`config.mk`:
```
export PLATFORM = sky130hd
export DESIGN_NAME = lif_post_neuron
export DESIGN_NICKNAME = d
export VERILOG_FILES = /design/src/rtl/lif_post_neuron.sv
export SDC_FILE = /design/constraint.sdc
export NUM_CORES = 1
export LEC_CHECK = 0
export ABC_AREA = 0
export CAP_MARGIN = 20
export CORE_UTILIZATION = 55
export CTS_CLUSTER_DIAMETER = 150
export DETAILED_ROUTE_END_ITERATION = 16
export DONT_BUFFER_PORTS = 1
export GPL_TIMING_DRIVEN = 0
export PLACE_DENSITY = 0.7
export SLEW_MARGIN = 30
export SYNTH_ARGS = -nofsm -noshare
export SYNTH_HDL_FRONTEND = slang
export SYNTH_SLANG_ARGS = --single-unit
```
`constraint.sdc`:
```
create_clock -name clk -period 18.2 [get_ports clk]
set_input_delay 1.82 -clock clk [delete_from_list [all_inputs] [get_ports clk]]
set_output_delay 1.82 -clock clk [all_outputs]
set_load 0.005 [all_outputs]
```
`src/rtl/lif_post_neuron.sv`:
```
// Leaky integrate-and-fire postsynaptic neuron driving the STDP post_spike input.
// Weighted pre-spikes are integrated with a shift-based leak; on reaching
// threshold the neuron emits a one-cycle pulse, clears its potential and
// optionally ignores input for a fixed number of enabled cycles.
module lif_post_neuron #(
  parameter int unsigned NUM_PRE        = 4,
  parameter int unsigned W_WIDTH        = 4,
  parameter int unsigned V_WIDTH        = 8,
  parameter int unsigned THRESHOLD      = 16,
  parameter int unsigned LEAK_SHIFT     = 3,
  parameter int unsigned REFRACT_CYCLES = 4
) (
  input  logic                         clk,
  input  logic                         rst,
  input  logic                         en,
  input  logic [NUM_PRE-1:0]           pre_spike,
  input  logic [NUM_PRE*W_WIDTH-1:0]   weight,
  output logic                         post_spike,
  output logic [V_WIDTH-1:0]           membrane,
  output logic                         refractory,
  output logic [7:0]                   spike_count
);

  localparam int unsigned S_WIDTH   = W_WIDTH + 2;
  localparam int unsigned SUM_WIDTH = V_WIDTH + 1;
  localparam int unsigned R_WIDTH   = (REFRACT_CYCLES > 0) ? $clog2(REFRACT_CYCLES + 1) : 1;
  localparam logic [V_WIDTH-1:0] V_MAX = '1;

  typedef enum logic {
    INTEGRATE = 1'b0,
    REFRACT   = 1'b1
  } state_t;

  state_t              state_q, state_d;
  logic [R_WIDTH-1:0]  rcnt_q, rcnt_d;
  logic [V_WIDTH-1:0]  membrane_d;
  logic                post_spike_d;
  logic                refractory_d;
  logic [7:0]          spike_count_d;

  logic [S_WIDTH-1:0]   syn;
  logic [SUM_WIDTH-1:0] v_sum;
  logic [V_WIDTH-1:0]   v_next;
  logic                 fire;

  // Synaptic drive: sum of weights whose presynaptic neuron spiked (neuron 0 in the top nibble)
  always_comb begin
    syn = '0;
    for (int i = 0; i < int'(NUM_PRE); i++) begin
      if (pre_spike[i]) begin
        syn = syn + S_WIDTH'(weight[(int'(NUM_PRE) - 1 - i) * int'(W_WIDTH) +: W_WIDTH]);
      end
    end
  end

  // Leaky integration with saturation; the leak truncates so small potentials do not decay
  always_comb begin
    v_sum  = SUM_WIDTH'(membrane) - SUM_WIDTH'(membrane >> LEAK_SHIFT) + SUM_WIDTH'(syn);
    v_next = (v_sum > SUM_WIDTH'(V_MAX)) ? V_MAX : v_sum[V_WIDTH-1:0];
    fire   = (v_next >= V_WIDTH'(THRESHOLD));
  end

  // Next-state and next-output decode; with en low everything holds and the pulse drops
  always_comb begin
    state_d       = state_q;
    rcnt_d        = rcnt_q;
    membrane_d    = membrane;
    post_spike_d  = 1'b0;
    spike_count_d = spike_count;

    if (en) begin
      case (state_q)
        INTEGRATE: begin
          if (fire) begin
            post_spike_d  = 1'b1;
            membrane_d    = '0;
            spike_count_d = spike_count + 8'd1;
            if (REFRACT_CYCLES > 0) begin
              rcnt_d  = R_WIDTH'(REFRACT_CYCLES);
              state_d = REFRACT;
            end
          end else begin
            membrane_d = v_next;
          end
        end
        REFRACT: begin
          membrane_d = '0;
          if (rcnt_q == R_WIDTH'(1)) begin
            rcnt_d  = '0;
            state_d = INTEGRATE;
          end else begin
            rcnt_d = rcnt_q - R_WIDTH'(1);
          end
        end
        default: begin
          state_d = INTEGRATE;
          rcnt_d  = '0;
        end
      endcase
    end

    refractory_d = (state_d == REFRACT);
  end

  // State and output registers; synchronous reset wins over enable
  always_ff @(posedge clk) begin
    if (rst) begin
      state_q     <= INTEGRATE;
      rcnt_q      <= '0;
      membrane    <= '0;
      post_spike  <= 1'b0;
      refractory  <= 1'b0;
      spike_count <= '0;
    end else begin
      state_q     <= state_d;
      rcnt_q      <= rcnt_d;
      membrane    <= membrane_d;
      post_spike  <= post_spike_d;
      refractory  <= refractory_d;
      spike_count <= spike_count_d;
    end
  end

endmodule

```
==> flow_metrics.env <==
export IMPL_dp_slack_ns=10.24
export IMPL_min_period_ns=7.69
export IMPL_synth_xor_area_frac=0.0411
export IMPL_antenna_cells=0
export IMPL_htreeDepth=1
export IMPL_power_density_nw_per_um2=92.7
export IMPL_row_count=22
export IMPL_synth_top_area_cell="dfxtp_1"
export IMPL_netlist_instances=256
export IMPL_synth_top_cells_by_count="ha_1, inv_1, dfxtp_1, a21oi_1, nor2_1"
export IMPL_dieArea_sq_um=4130
export IMPL_hold_start="spike_count[3]"
export IMPL_crit_slowest_cell="a2111oi_0"
export IMPL_hpwl_um=3310
export IMPL_seq_area_frac_synth=0.197
export IMPL_cp_arrival_ns=7.89
export IMPL_antenna_found_initial=0
export IMPL_grt_ovfl_total=0
export IMPL_final_hold_violation_count=0
export IMPL_ys_ff_latch=21
export IMPL_fin_nets=316
export IMPL_p_sw_mw=0.0871
export IMPL_clkPwrFrac=0.144
export IMPL_grt_max_degree=13
export IMPL_ios=41
export IMPL_first_iter_violations=78
export IMPL_grt_pass1_wl_um=6890
export IMPL_cts_tree="built"
export IMPL_holdPathEnd="spike_count[3]"
export IMPL_avgSynthCellArea_sq_um=8.32
export IMPL_p_int_mw=0.120
export IMPL_timing_final_ws_setup_ns=10.51
export IMPL_required_ns=18.40
export IMPL_drc=0
export IMPL_swShare=0.420
export IMPL_yosysMostFrequentCell="ha_1"
export IMPL_cts_made_buffers=3
export IMPL_path_max_fanout=8
export IMPL_cts_resized=0
export IMPL_hold_depth=2
export IMPL_cp_slowest_stage_delay_ns=0.46
export IMPL_critPathKind="input port to flip-flop"
export IMPL_worst_pin_slew_ns=0.465
export IMPL_clockBufferDepth=2
export IMPL_ys_warnings_count=0
export IMPL_post_cts_buffers=0
export IMPL_setup_viol=0
export IMPL_synth_cell_types=47
export IMPL_synth_fa_ha_area_frac=0.225
export IMPL_grt_pass1_vias=1588
export IMPL_rrSetupSlack_ns=14.73
export IMPL_max_slew_margin_rel=0.682
export IMPL_post_drt_wl_per_cell_um=13.3
export IMPL_antenna_left=0
export IMPL_grt_usage=0.208
export IMPL_cp_start_kind="input port"
export IMPL_cts_hold_buf=0
export IMPL_comb_power_share=0.603
export IMPL_drive_gt1_frac=0.0962
export IMPL_p_leak_nw=0.944
export IMPL_async_flop_share=0
export IMPL_synth_nets=311
export IMPL_r2r_start="membrane[4]"
export IMPL_synth_mux_area_frac=0.0728
export IMPL_synth_flop_cell="dfxtp_1"
export IMPL_maxSlewViolCount=0
export IMPL_end_kind="flip-flop"
export IMPL_ff2ff_path_depth=11
export IMPL_via_per_inst=5.74
export IMPL_coreArea_sq_um=3690
export IMPL_die_w_um=64.2
export IMPL_path_buf_inv=3
export IMPL_cts_sinks=21
export IMPL_vias=1767
export IMPL_fin_setup_tns_ns=0
export IMPL_syn_to_final_growth_pct=4.99
export IMPL_gp_congestion=0.818
export IMPL_ir_worst_vdd_v=0.0000510
export IMPL_netlist_area_sq_um=2130
export IMPL_clkSlewWorstSetupHoldPaths_ns=0.07
export IMPL_worst_path_most_repeated_cell="ha_1"
export IMPL_rsz0062_at_grt="false"
export IMPL_skew_ns=0.000454
export IMPL_fmax_ghz=0.130
export IMPL_clk_latency_ns=0.26
export IMPL_ys_top_cells_by_area="dfxtp_1, ha_1, fa_1, a21oi_1, mux2_2"
export IMPL_power_frac_seq=0.253
export IMPL_netlist_area_leader_share=0.197
export IMPL_p_total_mw=0.207
export IMPL_synth_edf_count=0
export IMPL_status="finished clean"
export IMPL_timing_rr_end="spike_count[6]"
export IMPL_synth_compound_area_frac=0.183
export IMPL_drt_wl_total_um=4090
export IMPL_die_h_um=64.2
export IMPL_crit_family="adder cells"
export IMPL_first_pass_iters=6
export IMPL_clock_root_buffer="clkbuf_8"
export IMPL_synthSimpleGateAreaFrac=0.214
export IMPL_initial_core_util=0.578
export IMPL_port_buffers=0
export IMPL_finalCritPeriodShare=0.422
export IMPL_max_cap_violations=0
export IMPL_synth_top_family_by_area="adder cells"
export IMPL_min_path_type="flip-flop to flip-flop"
-- cell usage in the layout, fill, tap and decap left out, types with 6 or more instances in the layout --
cell     count
o21ai_0     14
xor2_1       6
inv_1       22
a21oi_1     18
nor3_1       9
fa_1         8
nor2b_1     11
mux2_2       8
nand3_1      9
ha_1        24
nand2_1     17
dfxtp_1     21
nor2_1      18
-- worst register-to-register path, stage by stage, from the launching register on --
cell and delay, ns:
dfxtp_1 0.37, inv_1 0.12, fa_1 0.53, fa_1 0.56, and3_2 0.22, a221o_1 0.32
nand3_1 0.08, a31oi_1 0.13, and3_1 0.23, buf_6 0.13, or3_4 0.38, mux2_4 0.29
-- final cells by class --
type	count	area, sq um
Multi-Input combinational cell	203	1570
Fill cell	360	1450
Sequential cell	21	420
Inverter	22	82.6
Buffer	10	60.1
Tap cell	48	60.1
Clock buffer	3	41.3
Clock inverter	1	5.00
-- state kept, by name, summed over array words and instances (netlist names) --
signal,cells
membrane,8
post_spike,1
state_q,1
spike_count,8
rcnt_q,3
-- per-stage QoR --
step	util	hold WS (ns)	std cells	area, sq um
after floorplan	-	0.483	256	2130
after global placement	0.594	0.507	304	2190
after detailed placement	0.594	0.515	304	2190
after CTS	0.607	0.526	308	2240
after global routing	0.607	0.558	308	2240
final	0.607	0.516	308	2240
-- layer usage --
| metal | track usage | vias up | share of wire | wire length, um |
|---|---|---|---|---|
| li1 | - | 909 | - | - |
| met1 | 0.281 | 807 | 0.49 | 2010 |
| met2 | 0.338 | 45 | 0.45 | 1820 |
| met3 | 0.0357 | 6 | 0.052 | 212 |
| met4 | 0.0583 | 0 | 0.011 | 44 |
| met5 | 0 | - | 0 | 0 |
-- kinds of logic after synthesis --
logic type,count (synthesis)
buf+inv,32
xor+xnor,10
mux,14
fa+ha+maj,34
compound gates,57
flops,21
simple gates,88
-- how the worst max path moves through the flow --
stage	slack, ns	endpoint	depth (start not counted)	from
6_report	10.51	membrane[0]	27	pre_spike[0]
4_1_cts	10.49	membrane[0]	27	pre_spike[0]
2_1_floorplan	10.86	spike_count[6]	28	pre_spike[0]
5_1_grt	9.89	membrane[0]	27	pre_spike[0]
3_3_place_gp	10.31	membrane[3]	27	pre_spike[0]
3_5_place_dp	10.24	membrane[3]	27	pre_spike[0]
-- power groups by stage --
| stage | clock (mW) | sequential (mW) | combinational [mW] |
|---|---|---|---|
| global route | 0.0334 | 0.0530 | 0.141 |
| finish | 0.0298 | 0.0525 | 0.125 |
| CTS | 0.0309 | 0.0525 | 0.125 |
| global placement | 0 | 0.0536 | 0.123 |
| floorplan | 0 | 0.0525 | 0.103 |
| detailed placement | 0 | 0.0536 | 0.123 |
Power figures use the tool's default switching activity.
